File: src/rtl/sprite_line_renderer_if.sv
// Bus bundle between the sprite line renderer and its surroundings:
// object-slot writes, line control, display readout and the sprite_gen query port.
interface sprite_line_renderer_if #(
  parameter int N_OBJ = 8
);
  localparam int IDXW = $clog2(N_OBJ);

  // Handshake semantics: there is no backpressure anywhere on this bus.
  // obj_we is a single-cycle write strobe that always completes on the edge it
  // is sampled; line_start is a single-cycle pulse that is always accepted
  // (if a render is still running it is abandoned and overrun is flagged);
  // sg_state must answer combinationally, in the same cycle, for the sg_* query.

  // object slot write port
  logic            obj_we;
  logic [IDXW-1:0] obj_addr;
  logic            obj_en;
  logic [1:0]      obj_table;
  logic [8:0]      obj_number;
  logic [8:0]      obj_x;
  logic [8:0]      obj_y;

  // line control and display readout
  logic            line_start;
  logic [8:0]      next_line;
  logic [8:0]      h_pos;
  logic            pixel_out;
  logic            busy;
  logic            overrun;

  // sprite_gen query port
  logic [1:0]      sg_table;
  logic [8:0]      sg_number;
  logic [8:0]      sg_x;
  logic [8:0]      sg_y;
  logic [8:0]      sg_h_pos;
  logic [8:0]      sg_v_pos;
  logic            sg_state;

  // driver / environment side
  modport master (
    output obj_we, obj_addr, obj_en, obj_table, obj_number, obj_x, obj_y,
    output line_start, next_line, h_pos, sg_state,
    input  pixel_out, busy, overrun,
    input  sg_table, sg_number, sg_x, sg_y, sg_h_pos, sg_v_pos
  );

  // renderer side
  modport slave (
    input  obj_we, obj_addr, obj_en, obj_table, obj_number, obj_x, obj_y,
    input  line_start, next_line, h_pos, sg_state,
    output pixel_out, busy, overrun,
    output sg_table, sg_number, sg_x, sg_y, sg_h_pos, sg_v_pos
  );
endinterface

File: src/rtl/sprite_line_renderer.sv
// Line-buffered sprite compositor: walks the object list during a line,
// queries sprite_gen column by column into a back buffer, and swaps
// front/back at every line_start so the display reads a stable line.
module sprite_line_renderer #(
  parameter int N_OBJ  = 8,
  parameter int LINE_W = 320
) (
  input  logic                        clk,
  input  logic                        rst_n,
  sprite_line_renderer_if.slave       bus,
  output logic [1:0]                  o_dbg_state
);
  localparam int          IDXW = $clog2(N_OBJ);
  localparam logic [9:0]  LW10 = 10'(LINE_W);

  typedef enum logic [1:0] {
    S_IDLE  = 2'd0,
    S_CHECK = 2'd1,
    S_DRAW  = 2'd2,
    S_DONE  = 2'd3
  } state_t;

  // sprite height in rows; table 3 has zero height so it never hits
  function automatic logic [8:0] f_height(input logic [1:0] t);
    case (t)
      2'd0:    f_height = 9'd16;
      2'd1:    f_height = 9'd5;
      2'd2:    f_height = 9'd5;
      default: f_height = 9'd0;
    endcase
  endfunction

  // index of the last column of a sprite (width - 1)
  function automatic logic [3:0] f_last_col(input logic [1:0] t);
    case (t)
      2'd0:    f_last_col = 4'd15;
      2'd1:    f_last_col = 4'd2;
      2'd2:    f_last_col = 4'd4;
      default: f_last_col = 4'd0;
    endcase
  endfunction

  // object RAM
  logic            r_obj_en     [N_OBJ];
  logic [1:0]      r_obj_table  [N_OBJ];
  logic [8:0]      r_obj_number [N_OBJ];
  logic [8:0]      r_obj_x      [N_OBJ];
  logic [8:0]      r_obj_y      [N_OBJ];

  // line buffers
  logic [LINE_W-1:0] r_front;
  logic [LINE_W-1:0] r_back;

  // render walk state
  state_t          r_state, w_state_nxt;
  logic [IDXW-1:0] r_idx, w_idx_nxt;
  logic [3:0]      r_col, w_col_nxt;
  logic [8:0]      r_line;
  logic            r_overrun;
  logic            r_pix;

  // slot latched during CHECK; later writes to the RAM leave it alone
  logic [1:0]      r_cur_table;
  logic [8:0]      r_cur_number;
  logic [8:0]      r_cur_x;
  logic [8:0]      r_cur_y;

  logic [8:0]      w_dy;
  logic            w_hit;
  logic            w_last_slot;
  logic [9:0]      w_s;
  logic            w_in_line;
  logic            w_latch;

  // enable bits are the only slot fields that need a reset value
  always_ff @(posedge clk or negedge rst_n) begin
    if (!rst_n) begin
      for (int k = 0; k < N_OBJ; k++) r_obj_en[k] <= 1'b0;
    end else if (bus.obj_we) begin
      r_obj_en[bus.obj_addr] <= bus.obj_en;
    end
  end

  // slot payload storage, written whenever the strobe is high
  always_ff @(posedge clk) begin
    if (bus.obj_we) begin
      r_obj_table[bus.obj_addr]  <= bus.obj_table;
      r_obj_number[bus.obj_addr] <= bus.obj_number;
      r_obj_x[bus.obj_addr]      <= bus.obj_x;
      r_obj_y[bus.obj_addr]      <= bus.obj_y;
    end
  end

  // hit test for the slot under CHECK and the draw column address
  always_comb begin
    w_dy        = r_line - r_obj_y[r_idx];
    w_hit       = r_obj_en[r_idx] && (r_obj_table[r_idx] != 2'd3) &&
                  (w_dy < f_height(r_obj_table[r_idx]));
    w_last_slot = (r_idx == IDXW'(N_OBJ - 1));
    // 10 bits so columns past 511 stay out of range instead of wrapping left
    w_s         = {1'b0, r_cur_x} + {6'd0, r_col};
    w_in_line   = (w_s < LW10);
  end

  // next-state logic; line_start overrides whatever the walk was doing
  always_comb begin
    w_state_nxt = r_state;
    w_idx_nxt   = r_idx;
    w_col_nxt   = r_col;
    w_latch     = 1'b0;
    if (bus.line_start) begin
      w_state_nxt = S_CHECK;
      w_idx_nxt   = '0;
      w_col_nxt   = '0;
    end else begin
      case (r_state)
        S_IDLE: ;
        S_CHECK: begin
          w_latch = 1'b1;
          if (w_hit) begin
            w_state_nxt = S_DRAW;
            w_col_nxt   = '0;
          end else if (w_last_slot) begin
            w_state_nxt = S_DONE;
          end else begin
            w_idx_nxt = r_idx + IDXW'(1);
          end
        end
        S_DRAW: begin
          if (r_col == f_last_col(r_cur_table)) begin
            if (w_last_slot) begin
              w_state_nxt = S_DONE;
            end else begin
              w_state_nxt = S_CHECK;
              w_idx_nxt   = r_idx + IDXW'(1);
            end
          end else begin
            w_col_nxt = r_col + 4'd1;
          end
        end
        S_DONE:  w_state_nxt = S_IDLE;
        default: w_state_nxt = S_IDLE;
      endcase
    end
  end

  // FSM registers, current line, latched slot and sticky overrun
  always_ff @(posedge clk or negedge rst_n) begin
    if (!rst_n) begin
      r_state      <= S_IDLE;
      r_idx        <= '0;
      r_col        <= '0;
      r_line       <= '0;
      r_overrun    <= 1'b0;
      r_cur_table  <= '0;
      r_cur_number <= '0;
      r_cur_x      <= '0;
      r_cur_y      <= '0;
    end else begin
      r_state <= w_state_nxt;
      r_idx   <= w_idx_nxt;
      r_col   <= w_col_nxt;
      if (bus.line_start) begin
        r_line <= bus.next_line;
        if (r_state != S_IDLE) r_overrun <= 1'b1;
      end
      if (w_latch) begin
        r_cur_table  <= r_obj_table[r_idx];
        r_cur_number <= r_obj_number[r_idx];
        r_cur_x      <= r_obj_x[r_idx];
        r_cur_y      <= r_obj_y[r_idx];
      end
    end
  end

  // buffer swap on line_start (wins over a same-cycle draw write), else OR in pixels
  always_ff @(posedge clk or negedge rst_n) begin
    if (!rst_n) begin
      r_front <= '0;
      r_back  <= '0;
    end else if (bus.line_start) begin
      r_front <= r_back;
      r_back  <= '0;
    end else if ((r_state == S_DRAW) && bus.sg_state && w_in_line) begin
      r_back[w_s[8:0]] <= 1'b1;
    end
  end

  // registered display readout, blank past the visible width
  always_ff @(posedge clk or negedge rst_n) begin
    if (!rst_n) begin
      r_pix <= 1'b0;
    end else if ({1'b0, bus.h_pos} < LW10) begin
      r_pix <= r_front[bus.h_pos];
    end else begin
      r_pix <= 1'b0;
    end
  end

  // sprite_gen query is only driven while drawing
  always_comb begin
    bus.sg_table  = '0;
    bus.sg_number = '0;
    bus.sg_x      = '0;
    bus.sg_y      = '0;
    bus.sg_h_pos  = '0;
    bus.sg_v_pos  = '0;
    if (r_state == S_DRAW) begin
      bus.sg_table  = r_cur_table;
      bus.sg_number = r_cur_number;
      bus.sg_x      = r_cur_x;
      bus.sg_y      = r_cur_y;
      bus.sg_h_pos  = w_s[8:0];
      bus.sg_v_pos  = r_line;
    end
  end

  assign bus.pixel_out = r_pix;
  assign bus.busy      = (r_state != S_IDLE);
  assign bus.overrun   = r_overrun;
  assign o_dbg_state   = r_state;
endmodule
File: src/flat_wrapper.sv
// flat-port wrapper written by rule: the top's interface ports become plain ports
module sprite_line_renderer_flat 
#(
  parameter int N_OBJ  = 8,
  parameter int LINE_W = 320
)
  (clk, rst_n, o_dbg_state, bus_obj_we, bus_obj_addr, bus_obj_en, bus_obj_table, bus_obj_number, bus_obj_x, bus_obj_y, bus_line_start, bus_next_line, bus_h_pos, bus_sg_state, bus_pixel_out, bus_busy, bus_overrun, bus_sg_table, bus_sg_number, bus_sg_x, bus_sg_y, bus_sg_h_pos, bus_sg_v_pos);
  sprite_line_renderer_if #(.N_OBJ(N_OBJ)) bus_i ();
  input  logic clk;
  input  logic rst_n;
  output logic [1:0] o_dbg_state;
  input wire logic [$bits(bus_i.obj_we)-1:0] bus_obj_we;
  input wire logic [$bits(bus_i.obj_addr)-1:0] bus_obj_addr;
  input wire logic [$bits(bus_i.obj_en)-1:0] bus_obj_en;
  input wire logic [$bits(bus_i.obj_table)-1:0] bus_obj_table;
  input wire logic [$bits(bus_i.obj_number)-1:0] bus_obj_number;
  input wire logic [$bits(bus_i.obj_x)-1:0] bus_obj_x;
  input wire logic [$bits(bus_i.obj_y)-1:0] bus_obj_y;
  input wire logic [$bits(bus_i.line_start)-1:0] bus_line_start;
  input wire logic [$bits(bus_i.next_line)-1:0] bus_next_line;
  input wire logic [$bits(bus_i.h_pos)-1:0] bus_h_pos;
  input wire logic [$bits(bus_i.sg_state)-1:0] bus_sg_state;
  output wire logic [$bits(bus_i.pixel_out)-1:0] bus_pixel_out;
  output wire logic [$bits(bus_i.busy)-1:0] bus_busy;
  output wire logic [$bits(bus_i.overrun)-1:0] bus_overrun;
  output wire logic [$bits(bus_i.sg_table)-1:0] bus_sg_table;
  output wire logic [$bits(bus_i.sg_number)-1:0] bus_sg_number;
  output wire logic [$bits(bus_i.sg_x)-1:0] bus_sg_x;
  output wire logic [$bits(bus_i.sg_y)-1:0] bus_sg_y;
  output wire logic [$bits(bus_i.sg_h_pos)-1:0] bus_sg_h_pos;
  output wire logic [$bits(bus_i.sg_v_pos)-1:0] bus_sg_v_pos;
  assign bus_i.obj_we = bus_obj_we;
  assign bus_i.obj_addr = bus_obj_addr;
  assign bus_i.obj_en = bus_obj_en;
  assign bus_i.obj_table = bus_obj_table;
  assign bus_i.obj_number = bus_obj_number;
  assign bus_i.obj_x = bus_obj_x;
  assign bus_i.obj_y = bus_obj_y;
  assign bus_i.line_start = bus_line_start;
  assign bus_i.next_line = bus_next_line;
  assign bus_i.h_pos = bus_h_pos;
  assign bus_i.sg_state = bus_sg_state;
  assign bus_pixel_out = bus_i.pixel_out;
  assign bus_busy = bus_i.busy;
  assign bus_overrun = bus_i.overrun;
  assign bus_sg_table = bus_i.sg_table;
  assign bus_sg_number = bus_i.sg_number;
  assign bus_sg_x = bus_i.sg_x;
  assign bus_sg_y = bus_i.sg_y;
  assign bus_sg_h_pos = bus_i.sg_h_pos;
  assign bus_sg_v_pos = bus_i.sg_v_pos;
  sprite_line_renderer #(.N_OBJ(N_OBJ), .LINE_W(LINE_W)) u_core (.clk(clk), .rst_n(rst_n), .bus(bus_i), .o_dbg_state(o_dbg_state));
endmodule
File: config.mk
export PLATFORM = sky130hd
export DESIGN_NAME = sprite_line_renderer_flat
export DESIGN_NICKNAME = d
export VERILOG_FILES = /design/src/rtl/sprite_line_renderer_if.sv /design/src/rtl/sprite_line_renderer.sv /design/src/flat_wrapper.sv
export SDC_FILE = /design/constraint.sdc
export NUM_CORES = 1
export LEC_CHECK = 0
export CAP_MARGIN = 10
export CORE_ASPECT_RATIO = 0.75
export CORE_MARGIN = 5
export CORE_UTILIZATION = 60
export CTS_BUF_LIST = sky130_fd_sc_hd__clkbuf_8
export CTS_CLUSTER_SIZE = 14
export DETAILED_ROUTE_END_ITERATION = 10
export PLACE_DENSITY = 0.79
export SLEW_MARGIN = 20
export SYNTH_ARGS = -nofsm -noshare
export SYNTH_HDL_FRONTEND = slang
export SYNTH_SLANG_ARGS = --single-unit
export TNS_END_PERCENT = 30
File: constraint.sdc
create_clock -name clk -period 5.1 [get_ports clk]
set_input_delay 1.02 -clock clk [delete_from_list [all_inputs] [get_ports clk]]
set_output_delay 1.02 -clock clk [all_outputs]
set_load 0.05 [all_outputs]
; Word-level counts from Yosys, hierarchy flattened
; Memory sizes are Yosys's and may differ from the RTL's. A register that Yosys moved wholly into a read port is not among the register bits.
; Index checks and enable logic that the tools add are counted.
[classes]
n_reduce_logical = 19
eq_ne = 15
magnitude_cmp = 9
bitwise_logic = 3
mux = 42
add_sub_neg = 4
[op_table]
columns = operator, count
row1 = $mux 320, 2
row2 = $or 320x320->320, 1
row3 = $mux 9, 5
row4 = $lt 9x10->1 const B, 2
row5 = $mux 4, 5
row6 = $mux 2, 6
row7 = $mux 3, 4
row8 = $pmux 4 s3, 1
row9 = $add 9x4->10, 1
row10 = $lt 10x9->1 const B, 1
row11 = $mux 1, 10
row12 = $pmux 5 s2, 1
row13 = $bmux 1 s9, 1
row14 = $demux 1 s9, 1
row15 = $ge 9x1->1 const B, 1
row16 = $lt 9x5->1, 1
row17 = $lt 9x9->1 const B, 1
row18 = $reduce_and 3->1, 3
row19 = $sub 9x9->9, 1
row20 = $bwmux 8, 1
row21 = $eq 2x2->1 const B, 4
row22 = $ge 4x4->1 const B, 2
row23 = $not 3->4, 2
row24 = $pmux 4 s2, 1
row25 = other kinds (22), 34
[word_totals]
mem_bits_rw = 232
register_bits = 679
inputBits = 56
mem_count = 4
[memory_table]
columns = memory, words, word_bits, read_ports, rd_clocked_by_memory_dff, wr, line_no
row1 = u_core.r_obj_number, 8, 9, 1, 1, 1, sprite_line_renderer.sv:46  ; logic [8:0] r_obj_number [N_OBJ];
row2 = u_core.r_obj_x, 8, 9, 1, 1, 1, sprite_line_renderer.sv:47  ; logic [8:0] r_obj_x [N_OBJ];
row3 = u_core.r_obj_y, 8, 9, 1, 0, 1, sprite_line_renderer.sv:48  ; logic [8:0] r_obj_y [N_OBJ];
row4 = u_core.r_obj_table, 8, 2, 1, 0, 1, sprite_line_renderer.sv:45  ; logic [1:0] r_obj_table [N_OBJ];

; Depth between registers and ports, before layout
[depth]
word_depth = 9
ltp_mapped = 15
depth_no_buf = 14

; Worst setup path before layout
; No wires, ideal clock.
[synth_timing]
kind = register to register
startpoint = register u_core.r_idx[2]
endpoint = register u_core.r_state[0] (netlist: u_core.o_dbg_state[0])
setup_slack_ps = 921
setup_ps = 131
required_time_ps = 4969
path_stages_with_launch = 14
n_path_buf = 3
arrival_ps = 4047
path_cell_list = dfrtp_1 clkbuf_1 buf_1 clkbuf_1 mux2i_1 fa_1 xor2_1 ha_1 o21ai_0 or4bb_1 a31oi_1 o2111a_2 a21oi_1 or3_1
[synth_via]
elab_chain_cells = 9
elab_cells_between_ends = 22
cone_classes = add/sub: 1 / order compare: 1 / eq/ne: 5 / mux: 7 / bitwise: 1 / reduce/logical: 5 / memory: 2
[synth_rtl]
columns = element, line_no
row1 = start: declaration, sprite_line_renderer.sv:56  ; logic [IDXW-1:0] r_idx, w_idx_nxt;
row2 = start signal: assignment, sprite_line_renderer.sv:161  ; r_idx <= w_idx_nxt;
row3 = branches (longest 9 deep; another with $mem_v2 8x9), n/a
row4 = end signal: assignment, sprite_line_renderer.sv:160  ; r_state <= w_state_nxt;
row5 = end: declaration, sprite_line_renderer.sv:55  ; state_t r_state, w_state_nxt;
; Several ways; the timed one is not identified. The select of a mux whose other input is x is not followed.
; A chain may end at the register's enable or synchronous reset.

; Worst setup path after layout
[layout_timing]
startpoint = register u_core.r_col[0]
endpoint = output port bus_sg_h_pos[8]
[layout_via]
elab_chain_cells = 2
[layout_rtl]
columns = element, line_no
row1 = start: declaration, sprite_line_renderer.sv:57  ; logic [3:0] r_col, w_col_nxt;
row2 = start signal: assignment, sprite_line_renderer.sv:162  ; r_col <= w_col_nxt;
row3 = $add 9x4->10, sprite_line_renderer.sv:101  ; w_s = {1'b0, r_cur_x} + {6'd0, r_col};
row4 = $mux 9, sprite_line_renderer.sv:208  ; if (r_state == S_DRAW) begin
row5 = end: declaration, flat_wrapper.sv:30  ; output wire logic [$bits(bus_i.sg_h_pos)-1:0] bus_sg_h_pos;
; Every way passes these cells.

==> impl_results.html <==
<table>
<tr><th>Metric</th><th>Value</th></tr>
<tr><th colspan="2">Die</th></tr>
<tr><td>DIE HEIGHT</td><td>229.6 um</td></tr>
<tr><td>DIE AREA</td><td>69,520 um2</td></tr>
<tr><td>Placeable core area</td><td>63,660 um2</td></tr>
<tr><td>Chip Width</td><td>302.8 um</td></tr>
<tr><td>Num rows</td><td>80</td></tr>
<tr><td>Number of placed I/O pins</td><td>108</td></tr>
<tr><td>Initial standard-cell utilization of the core</td><td>60.60%</td></tr>
<tr><th colspan="2">Synthesis</th></tr>
<tr><td>Instance count of the mapped netlist</td><td>2,382</td></tr>
<tr><td>Number of synthesized flops with an enable pin</td><td>232</td></tr>
<tr><td>Fraction of the yosys area taken by sequential cells</td><td>63.27%</td></tr>
<tr><td>Net count after synthesis</td><td>2,459</td></tr>
<tr><td>Main area contributors after synthesis</td><td>sky130_fd_sc_hd__dfrtp_1 (45%), sky130_fd_sc_hd__edfxtp_1 (18%), sky130_fd_sc_hd__mux2_2 (9.9%), sky130_fd_sc_hd__o2bb2ai_1 (7.1%), sky130_fd_sc_hd__mux4_2 (6.7%)</td></tr>
<tr><td>Post-synth top area share</td><td>45.21%</td></tr>
<tr><td>Leading area contributor after synthesis</td><td>sky130_fd_sc_hd__dfrtp_1</td></tr>
<tr><td>Commonest register cell after synthesis</td><td>sky130_fd_sc_hd__dfrtp_1</td></tr>
<tr><td>Syn_area_per_cell</td><td>16.20 um2</td></tr>
<tr><td>Number of distinct library cell variants in the gate-level netlist after synthesis</td><td>83</td></tr>
<tr><td>Warning count from the yosys run</td><td>0</td></tr>
<tr><td>Number of storage elements in the synthesis netlist</td><td>929</td></tr>
<tr><td>Post-synthesis instance area</td><td>38,580 um2</td></tr>
<tr><td>Async set-reset flop share out of synthesis</td><td>75.03%</td></tr>
<tr><th colspan="2">Worst setup path</th></tr>
<tr><td>Number of buffer and inverter instances along the worst setup path</td><td>1</td></tr>
<tr><td>Critical path class</td><td>flip-flop to primary output</td></tr>
<tr><td>Kind of capture point of the worst setup path</td><td>primary output</td></tr>
<tr><td>Largest delay share family, worst path</td><td>buffers and inverters</td></tr>
<tr><td>Kind of start point of the critical path</td><td>flip-flop</td></tr>
<tr><td>Worst-path maximum fanout</td><td>6</td></tr>
<tr><td>Worst path cell trace</td><td>ha_1, fa_1, a21o_1, a21oi_2, nor2_1, xnor2_4, and2_1, clkdlybuf4s50_1</td></tr>
<tr><td>Worst R2R Setup Slack</td><td>700 ps</td></tr>
<tr><td>Slowest CP cell</td><td>sky130_fd_sc_hd__clkdlybuf4s50_1</td></tr>
<tr><td>Worst endpoint required time</td><td>4080 ps</td></tr>
<tr><td>Crit-path max cell delay</td><td>830 ps</td></tr>
<tr><td>Worst endpoint data arrival time</td><td>3850 ps</td></tr>
<tr><th colspan="2">Global routing</th></tr>
<tr><td>Gr usage total</td><td>27.22%</td></tr>
<tr><td>GRT Residual Overflow</td><td>0</td></tr>
<tr><td>Pin count of the biggest net entering global routing</td><td>176</td></tr>
<tr><td>Antenna violations before repair</td><td>3</td></tr>
<tr><td>First-pass GRT wire length</td><td>144.4 mm</td></tr>
<tr><td>Number of global-route vias before repair</td><td>23,780</td></tr>
<tr><th colspan="2">Timing</th></tr>
<tr><td>Final hold viol count</td><td>0</td></tr>
<tr><td>Total of endpoints with negative setup slack in the final report</td><td>0</td></tr>
<tr><td>Setup repair after global routing missed its margin</td><td>no</td></tr>
<tr><td>Rel. slew slack</td><td>11.33%</td></tr>
<tr><td>Summed negative setup slack over all endpoints</td><td>0 ps</td></tr>
<tr><td>Hold_ws</td><td>270.8 ps</td></tr>
<tr><td>Final period demand of the worst path</td><td>4873 ps</td></tr>
<tr><td>Setup ws final</td><td>227.4 ps</td></tr>
<tr><td>Ratio of final minimum period to clock period</td><td>95.54%</td></tr>
<tr><td>Slew at the pin with the worst max-slew slack</td><td>1330 ps</td></tr>
<tr><td>Max Slew Vio Count</td><td>0</td></tr>
<tr><td>Highest attainable clock frequency</td><td>205.2 MHz</td></tr>
<tr><td>Worst Skew</td><td>43.45 ps</td></tr>
<tr><th colspan="2">Detailed routing</th></tr>
<tr><td>Vias after detailed routing</td><td>22,650</td></tr>
<tr><td>WL per Instance</td><td>26.68 um</td></tr>
<tr><td>Vias per inst</td><td>6.524</td></tr>
<tr><td>DRT Pass-1 Iters</td><td>8</td></tr>
<tr><td>Antenna-violating nets left</td><td>0</td></tr>
<tr><td>Number of DRC violations after detailed-routing iteration 0</td><td>2,447</td></tr>
<tr><td>Final routed wirelength across all metal layers</td><td>92.64 mm</td></tr>
<tr><td>DRC Markers</td><td>0</td></tr>
<tr><th colspan="2">Clock tree</th></tr>
<tr><td>Clock input transition at the sequential cells of the worst setup and hold paths</td><td>60 ps</td></tr>
<tr><td>Worst-Skew Late Latency</td><td>790 ps</td></tr>
<tr><td>Number of buffers inserted by post-CTS setup repair</td><td>0</td></tr>
<tr><td>Count of hold buffers inserted by post-cts repair</td><td>0</td></tr>
<tr><td>Sinks on the clock net</td><td>929</td></tr>
<tr><td>Deepest level of the CTS H-tree</td><td>4</td></tr>
<tr><td>Clock tree from TritonCTS</td><td>built</td></tr>
<tr><td>Clock buffers created by TritonCTS</td><td>140</td></tr>
<tr><td>Root Buffer Master</td><td>sky130_fd_sc_hd__clkbuf_8</td></tr>
<tr><td>Number of buffers on the longest clock path</td><td>3</td></tr>
<tr><th colspan="2">Power and ir drop</th></tr>
<tr><td>Combinational share of power</td><td>9.3%</td></tr>
<tr><td>NetSw</td><td>3.876 mW</td></tr>
<tr><td>Power per cell area</td><td>357.0 nW/um2</td></tr>
<tr><td>IR Drop Worst-Case VDD</td><td>0.2852 mV</td></tr>
<tr><td>Share of total power in the clock network</td><td>39.6%</td></tr>
<tr><td>Part of the power in registers</td><td>51.2%</td></tr>
<tr><td>Total internal power</td><td>11.57 mW</td></tr>
<tr><td>Leakage</td><td>18.41 nW</td></tr>
<tr><td>Switching Fraction</td><td>25.09%</td></tr>
<tr><th colspan="2">Cells and area</th></tr>
<tr><td>Fill cells</td><td>4,229</td></tr>
<tr><td>Area overhead of the layout relative to synthesis</td><td>12.16%</td></tr>
<tr><td>Final Core Density</td><td>67.97%</td></tr>
<tr><td>Commonest non-fill, non-tap cell in the layout</td><td>sky130_fd_sc_hd__dfrtp_1</td></tr>
<tr><td>Ratio of cells with drive above 1 in the final layout</td><td>29.74%</td></tr>
<tr><td>NumNets Final</td><td>2,579</td></tr>
<tr><td>Most frequent cells in the layout</td><td>sky130_fd_sc_hd__dfrtp_1 (694), sky130_fd_sc_hd__mux2_2 (338), sky130_fd_sc_hd__o2bb2ai_1 (311)</td></tr>
<tr><th colspan="2">Placed design</th></tr>
<tr><td>Post-DP HPWL</td><td>55.98 mm</td></tr>
<tr><td>Number of buffers added on ports</td><td>107</td></tr>
<tr><td>Worst slack at placement</td><td>592.9 ps</td></tr>
<tr><td>Final weighted congestion in routability-driven placement</td><td>0.8745</td></tr>
<tr><th colspan="2">Run status</th></tr>
<tr><td>Status</td><td>finished, final reports clean</td></tr>
<tr><th colspan="2">Hold path</th></tr>
<tr><td>Classification of the worst-slack hold path</td><td>primary input to asynchronous set/reset pin</td></tr>
<tr><th colspan="2">Flow run</th></tr>
<tr><td>Count of maximum capacitance violations</td><td>0</td></tr>
</table>
logic make-up (layout without fill, tap and decap cells):
group	count (synthesis)	count (layout)	share of synthesized area [%]
simple gates	265	265	3.565
buf+inv	197	424	2.598
fa+ha+maj	21	21	0.7200
other cells	0	2	0
flops	929	929	63.27
mux	522	522	19.85
xor+xnor	12	12	0.3406
compound gates	436	436	9.652
power by group through the flow:
stage	registers [mW]	clock network, mW	logic (mW)
after floorplan	7.97	0	0.967
after global placement	8.03	0	1.35
after detailed placement	8.04	0	1.41
after CTS	7.90	6.22	1.42
after global routing	7.92	6.57	1.54
final	7.90	6.11	1.43
routing by layer:
layer | part of all wire [%] | wire length (um) | global-route usage [%] | up-vias
li1 | - | - | - | 9459
met1 | 43 | 40070 | 40.87 | 12080
met2 | 46 | 42810 | 40.19 | 908
met3 | 7.6 | 7051 | 5.709 | 202
met4 | 2.9 | 2713 | 9.648 | 0
met5 | 0 | 0 | 0 | -
cells in the mapped netlist, types with 3 or more instances:
library cell,number
sky130_fd_sc_hd__buf_2,50
sky130_fd_sc_hd__nand4_1,6
sky130_fd_sc_hd__nand2b_1,13
sky130_fd_sc_hd__a221oi_2,3
sky130_fd_sc_hd__ha_1,19
sky130_fd_sc_hd__a21o_1,4
sky130_fd_sc_hd__clkbuf_1,110
sky130_fd_sc_hd__nor2b_1,6
sky130_fd_sc_hd__buf_12,5
sky130_fd_sc_hd__clkbuf_8,8
sky130_fd_sc_hd__a221oi_1,5
sky130_fd_sc_hd__o21a_1,3
sky130_fd_sc_hd__or3_1,4
sky130_fd_sc_hd__buf_1,7
sky130_fd_sc_hd__a22o_1,8
sky130_fd_sc_hd__dfrtp_1,697
sky130_fd_sc_hd__mux4_2,114
sky130_fd_sc_hd__o2111ai_1,3
sky130_fd_sc_hd__nand2_1,38
sky130_fd_sc_hd__o21ai_0,7
sky130_fd_sc_hd__mux4_1,32
sky130_fd_sc_hd__nand3_1,46
sky130_fd_sc_hd__and2_1,44
sky130_fd_sc_hd__xnor2_1,4
sky130_fd_sc_hd__o21ai_1,5
sky130_fd_sc_hd__nor2_1,74
sky130_fd_sc_hd__buf_6,3
sky130_fd_sc_hd__o22ai_1,6
sky130_fd_sc_hd__mux2i_1,31
sky130_fd_sc_hd__inv_1,10
sky130_fd_sc_hd__o2bb2ai_2,10
sky130_fd_sc_hd__mux2_2,338
sky130_fd_sc_hd__o2bb2ai_1,311
sky130_fd_sc_hd__a22oi_1,8
sky130_fd_sc_hd__edfxtp_1,232
sky130_fd_sc_hd__or2_2,5
sky130_fd_sc_hd__xor2_1,6
sky130_fd_sc_hd__nor3_1,10
sky130_fd_sc_hd__a31oi_1,4
sky130_fd_sc_hd__a21oi_1,36
sequential cells by signal, summed over array words and instances (netlist names):
signal and cells:
u_core.r_obj_en 8, u_core.bus.pixel_out 1, u_core.r_obj_number 72, u_core.r_col 4
u_core.r_cur_number 9, u_core.r_obj_y 72, u_core.bus.overrun 1, u_core.o_dbg_state 2
u_core.r_cur_x 9, u_core.r_line 9, u_core.r_back 320, u_core.r_obj_table 16
u_core.r_cur_table 2, u_core.r_idx 3, u_core.r_front 320, u_core.r_obj_x 72
u_core.r_cur_y 9
through the flow:
| step | power [mW] | cells | instance area [um2] |
|---|---|---|---|
| 2_1_floorplan | 8.938 | 2382 | 38580 |
| 5_1_grt | 16.02 | 3472 | 43270 |
| 4_1_cts | 15.55 | 3470 | 43260 |
| 3_5_place_dp | 9.456 | 3221 | 40420 |
| 6_report | 15.45 | 3472 | 43270 |
| 3_3_place_gp | 9.374 | 3221 | 40420 |
final cells by class:
class | instances | area, um2 | area share (%)
Sequential cell | 929 | 24410 | 56.43
Tap cell | 861 | 1077 | 2.490
Inverter | 11 | 48.80 | 0.1128
Timing Repair Buffer | 164 | 1640 | 3.791
Multi-Input combinational cell | 1256 | 13250 | 30.62
Antenna cell | 2 | 5.005 | 0.01157
Clock inverter | 69 | 357.8 | 0.8270
Clock buffer | 180 | 2477 | 5.726
repair_timing:
action | 4_1_cts | 5_1_grt
resized for setup | 2 | 0
endpoints found under the hold margin | 0 | 0
endpoints found under the setup margin | 1 | 0
worst paths after layout:
check / endpoint / start / depth (start not counted)
min reg2reg: u_core.bus.overrun / u_core.bus.overrun / 1
min in group clk: u_core.bus.overrun / u_core.bus.overrun / 1
max reg2reg: u_core.r_idx[0] / u_core.r_idx[0] / 11
max: bus_sg_h_pos[8] / u_core.r_col[0] / 8
min: u_core.r_front[296] / rst_n / 1
max in group asynchronous: u_core.r_front[20] / rst_n / 2
(Power assumes the default switching activity.)
==> RTL change 1 (same flow settings) <==
`N_OBJ` is set to 8 in 3 places; all go to 4.
--- a/src/rtl/sprite_line_renderer_if.sv
+++ b/src/rtl/sprite_line_renderer_if.sv
@@ -1,7 +1,7 @@
 // Bus bundle between the sprite line renderer and its surroundings:
 // object-slot writes, line control, display readout and the sprite_gen query port.
 interface sprite_line_renderer_if #(
-  parameter int N_OBJ = 8
+  parameter int N_OBJ = 4
 );
   localparam int IDXW = $clog2(N_OBJ);
 
--- a/src/rtl/sprite_line_renderer.sv
+++ b/src/rtl/sprite_line_renderer.sv
@@ -2,7 +2,7 @@
 // queries sprite_gen column by column into a back buffer, and swaps
 // front/back at every line_start so the display reads a stable line.
 module sprite_line_renderer #(
-  parameter int N_OBJ  = 8,
+  parameter int N_OBJ  = 4,
   parameter int LINE_W = 320
 ) (
   input  logic                        clk,
--- a/src/flat_wrapper.sv
+++ b/src/flat_wrapper.sv
@@ -1,7 +1,7 @@
 // flat-port wrapper written by rule: the top's interface ports become plain ports
 module sprite_line_renderer_flat 
 #(
-  parameter int N_OBJ  = 8,
+  parameter int N_OBJ  = 4,
   parameter int LINE_W = 320
 )
   (clk, rst_n, o_dbg_state, bus_obj_we, bus_obj_addr, bus_obj_en, bus_obj_table, bus_obj_number, bus_obj_x, bus_obj_y, bus_line_start, bus_next_line, bus_h_pos, bus_sg_state, bus_pixel_out, bus_busy, bus_overrun, bus_sg_table, bus_sg_number, bus_sg_x, bus_sg_y, bus_sg_h_pos, bus_sg_v_pos);
Interface: changed (resized bus_obj_addr); port bits go from 108 to 107. No check against the original RTL was run, so the function may have changed too.
==> RTL change 1 against the original RTL <==
  * Design area shrank 13%
  * Sequential power down 12%
  * Power decreased by 8.0%
  * Routed wire length decreased by 14%
  * Maximum frequency up 4.0%
  * Sequential cell count shrank 121
  * Synthesized cell count down 8.4%
  * Setup slack improved by 0.19 ns
  * Area after synthesis decreased by 13%
  * Clock power shrank 15%
  * Global-route usage decreased by 0.30 points
  * Critical endpoint unchanged
==> RTL change 1: results (changes against the original RTL) <==
Synth area leaders: dfrtp_1 (52%), mux2_2 (12%), edfxtp_1 (10%), mux4_2 (7.9%), o2bb2ai_1 (6.9%)
Final GP Congestion: 0.920 (+5.2%)
flop and latch count out of synthesis: 808 (-13%)
DR iter-0 viols: 1823 (-26%)
detailed placement HPWL: 49100 um (-12%)
DR vias/cell: 6.46 (-0.97%)
status: finished clean
Max VDD drop: 319 uV (+12%)
syn nets: 2257 (-8.2%)
fraction of layout cells with a size suffix above 1: 0.313 (+0.0153)
Max stage delay on crit path: 0.74 ns (-0.09 ns)
Crit Path Max Fanout: 9 (+3)
Slew @ Worst Pin: 1.18 ns (-0.149 ns)
Tot GR Track Use: 0.269 (-0.00305)
post-cts resize count: 0 (-2)
largest net degree at the start of global routing: 169 (-4.0%)
first-pass GRT wire length: 127000 um (-12%)
Skew-Pair Late Insertion Delay: 0.73 ns (-0.06 ns)
Yosys cell types: 63 (-24%)
vias in the first global route: 21414 (-9.9%)
DRT Pass-1 Iters: 5 (-3)
TritonCTS Buffers: 114 (-19%)
DRT Wirelength: 79600 um (-14%)
clk_skew: 0.0363 ns (-0.00711 ns)
Leakage: 16.7 nW (-9.1%)
Filler cells: 3629 (-14%)
Largest regs: u_core.r_back: 320 flops, u_core.r_front: 320 flops
list of most frequent post-synthesis cells: dfrtp_1 (692), mux2_2 (365), o2bb2ai_1 (265)
sequential share of the synthesized area: 0.622 (-0.0105)
Final nets: 2380 (-7.7%)
n_diodes: 0 (-2)
Post-synth EDFFs: 116 (-50%)
async set-reset flop share out of synthesis: 0.856 (+0.106)
worst path arrival time: 3.67 ns (-0.18 ns)
## RTL change 1: cell count changes after synthesis, sizes merged, moves of 11 or more
cell     before  now
a21oi        39   73
mux4        148  117
mux2        339  365
inv          10   33
nand4         6   17
o2bb2ai     321  265
a22oi         8   24
edfxtp      232  116
nand3        47   10
clkbuf      119   99
mux2i        35    7
## RTL change 1: layer usage
layer | vias up | share of wire | GRT usage
li1 | 8486 | - | -
met1 | 10787 | 0.45 | 0.419
met2 | 727 | 0.46 | 0.392
met3 | 140 | 0.069 | 0.0571
met4 | 0 | 0.024 | 0.0740
met5 | - | 0 | 0
## RTL change 1: power groups by stage
stage / clock network (mW) / logic [mW] / registers [mW]
floorplan: 0 / 1.43 / 6.96
global placement: 0 / 2.03 / 7.02
detailed placement: 0 / 2.10 / 7.04
CTS: 5.24 / 2.11 / 6.92
global route: 5.56 / 2.30 / 6.94
finish: 5.17 / 2.13 / 6.92
## RTL change 1: cells by family after synthesis
logic type / share of synthesized area
flops: 0.622
mux: 0.204
compound gates: 0.0955
simple gates: 0.0405
buf+inv: 0.0248
fa+ha+maj: 0.00793
xor+xnor: 0.00498
## RTL change 1: layout make-up
cell class / count / area share
flip-flops and latches: 808 / 0.552
multi-input cells: 1182 / 0.314
clock buffers: 153 / 0.0558
repair buffers: 165 / 0.0436
well taps: 722 / 0.0240
clock inverters: 53 / 0.00763
inverters: 34 / 0.00358
## RTL change 1: metrics by stage
stage	hold slack, ns	worst slack (ns)	instances	cell area (um^2)	utilization
2_1_floorplan	0.446	1.10	2182	33400	-
3_3_place_gp	0.438	1.19	2910	35300	0.644
3_5_place_dp	0.447	1.03	2910	35300	0.644
4_1_cts	0.432	0.373	3116	37700	0.687
5_1_grt	0.179	0.289	3117	37700	0.688
6_report	0.204	0.413	3117	37700	0.688
## RTL change 1: final timing paths
path / from / to / slack [ns] / depth (start not counted)
setup reg to reg: u_core.r_idx[0] / u_core.r_col[2] / 0.97 / 14
max in group asynchronous: rst_n / u_core.r_back[155] / 3.46 / 3
hold reg to reg: u_core.bus.overrun / u_core.bus.overrun / 0.46 / 1
setup / recovery: u_core.r_col[0] / bus_sg_h_pos[8] / 0.41 / 8
min in group clk: u_core.bus.overrun / u_core.bus.overrun / 0.46 / 1
hold / removal: rst_n / u_core.r_front[307] / 0.20 / 1
## RTL change 1: critical path: cells and delay by family (launching register included)
kind | cells | cell delay [ns]
buf+inv | 1 | 0.74
fa+ha+maj | 2 | 0.66
flops | 1 | 0.44
compound gates | 2 | 0.44
xor+xnor | 1 | 0.44
simple gates | 2 | 0.23
==> RTL change 2 (config.mk and constraints unchanged) <==
Without the edit above. Make the reset (`rst_n`) synchronous in 4 clocked blocks.
--- a/src/rtl/sprite_line_renderer.sv
+++ b/src/rtl/sprite_line_renderer.sv
@@ -73,7 +73,7 @@
   logic            w_latch;
 
   // enable bits are the only slot fields that need a reset value
-  always_ff @(posedge clk or negedge rst_n) begin
+  always_ff @(posedge clk) begin
     if (!rst_n) begin
       for (int k = 0; k < N_OBJ; k++) r_obj_en[k] <= 1'b0;
     end else if (bus.obj_we) begin
@@ -145,7 +145,7 @@
   end
 
   // FSM registers, current line, latched slot and sticky overrun
-  always_ff @(posedge clk or negedge rst_n) begin
+  always_ff @(posedge clk) begin
     if (!rst_n) begin
       r_state      <= S_IDLE;
       r_idx        <= '0;
@@ -174,7 +174,7 @@
   end
 
   // buffer swap on line_start (wins over a same-cycle draw write), else OR in pixels
-  always_ff @(posedge clk or negedge rst_n) begin
+  always_ff @(posedge clk) begin
     if (!rst_n) begin
       r_front <= '0;
       r_back  <= '0;
@@ -187,7 +187,7 @@
   end
 
   // registered display readout, blank past the visible width
-  always_ff @(posedge clk or negedge rst_n) begin
+  always_ff @(posedge clk) begin
     if (!rst_n) begin
       r_pix <= 1'b0;
     end else if ({1'b0, bus.h_pos} < LW10) begin
Check against the original RTL: not equivalent (Yosys sat finds a counterexample within 4 cycles, from zero or initial values and one cycle with rst_n low; the reset may be asserted at any time).
==> RTL change 2 against the original RTL <==
  * Die area decreased by 4.9%
  * Routed wire length decreased by 3.1%
  * Sequential cell count grew 3
  * Largest cell class unchanged
  * Setup slack improved by 0.035 ns
  * Critical path depth is the same
  * Design area fell by 4.3%
  * Power shrank 6.3%
  * Area after synthesis shrank 5.1%
==> RTL change 2: results (changes against the original RTL) <==
Final GP Congestion: 0.831 (-4.9%)
Leakage: 15.1 nW (-18%)
flop2flop setup slack: 0.35 ns (-0.35 ns)
Max stage delay on crit path: 0.76 ns (-0.07 ns)
vias in the first global route: 24714 (+3.9%)
worst reg2reg path endpoint: u_core.r_col[1]
list of most frequent post-synthesis cells: dfxtp_1 (700), mux2i_1 (367), nor2b_1 (337)
syn nets: 3119 (+27%)
async set-reset flop share out of synthesis: 0 (-0.750)
status: finished clean
clk_skew: 0.0324 ns (-0.0110 ns)
TritonCTS Buffers: 137 (-2.1%)
Final nets: 3247 (+26%)
Tot GR Track Use: 0.270 (-0.00199)
compound-cell area share of the yosys netlist: 0.0687 (-0.0278)
sequential share of the synthesized area: 0.573 (-0.0597)
Yosys cell types: 69 (-17%)
cell count after placement: 3828 (+19%)
Synth Area per Inst: 12.0 um^2 (-26%)
DRT Pass-1 Iters: 5 (-3)
Synth Area in XOR/XNOR: 0.00332 (-0.0000904)
fraction of layout cells with a size suffix above 1: 0.152 (-0.146)
HP Class: flip-flop to flip-flop
detailed placement HPWL: 55100 um (-1.6%)
post-synthesis adder-cell area fraction: 0.00861 (+0.00141)
DR iter-0 viols: 2416 (-1.3%)
DP Area: 0.0387 mm^2 (-4.2%)
fin cells: 4076 (+17%)
RTL change 2: cell count changes in the layout (fill, tap and decap cells not counted), sizes merged, moves of 229 or more:
cell	unedited run	this run
dfxtp	0	700
dfrtp	697	0
mux2i	35	368
o2bb2ai	321	2
nor2b	6	337
mux2	339	3
nand2	38	267
RTL change 2: power groups by stage:
stage / sequential, mW / combinational, mW / clock (mW)
global placement: 7.86 / 0.866 / 0
detailed placement: 7.87 / 0.886 / 0
global route: 7.71 / 0.951 / 6.32
CTS: 7.71 / 0.889 / 5.95
finish: 7.71 / 0.896 / 5.87
floorplan: 7.85 / 0.600 / 0
RTL change 2: layer usage:
layer | vias up | global-route usage | part of all wire
met5 | - | 0 | 0.00013
met4 | 2 | 0.0942 | 0.024
met3 | 168 | 0.0520 | 0.072
met2 | 874 | 0.412 | 0.46
met1 | 12268 | 0.393 | 0.45
li1 | 11062 | - | -
RTL change 2: metrics by stage:
stage	hold slack [ns]	worst slack, ns	util
final	0.452	0.262	0.686
after global routing	0.475	0.0638	0.686
after CTS	0.456	0.227	0.685
after detailed placement	0.442	0.335	0.641
after global placement	0.433	0.486	0.641
after floorplan	0.425	0.340	-
RTL change 2: repair_timing:
item / 4_1_cts / 5_1_grt
gates resized for setup: 1 / 1
buffers inserted: 0 / 0
endpoints found under the setup margin: 1 / 4
hold endpoints to repair: 0 / 0
RTL change 2: layout make-up:
cell class              instances  area, um^2  share of cell area
inverters                      18        67.6             0.00163
clock buffers                 160        2200              0.0532
flip-flops and latches        932       21000               0.507
clock inverters                85         485              0.0117
multi-input cells            1890       14900               0.360
repair buffers                188        1770              0.0427
diodes                          3        7.51            0.000181
well taps                     800        1000              0.0242
RTL change 2: cells by family (layout without fill, tap and decap cells):
family,Yosys count,after routing
buffers and inverters,217,451
other,0,3
XOR/XNOR,13,13
adder cells (fa/ha/maj),24,24
flip-flops,932,932
multiplexers,528,528
AND/OR/NAND/NOR,894,894
AO/OA/AOI/OAI,431,431
RTL change 2: worst register-to-register path, delay by kind of cell (launching register included):
kind	cells	cell delay [ns]
DFF	1	0.62
buffers and inverters	1	0.29
and+or+nand+nor	2	0.58
adders and majority gates	2	0.65
AOI/OAI and AO/OA	7	1.69
muxes	2	0.70
xor gates and xnor gates	1	0.14
RTL change 2: worst min-delay path by stage:
stage	startpoint	end
after floorplan	u_core.r_back[0]	u_core.r_back[0]
after global placement	u_core.r_back[4]	u_core.r_back[4]
after detailed placement	u_core.r_back[304]	u_core.r_back[304]
after CTS	u_core.r_back[305]	u_core.r_back[305]
after global routing	u_core.r_back[305]	u_core.r_back[305]
final	u_core.r_back[305]	u_core.r_back[305]
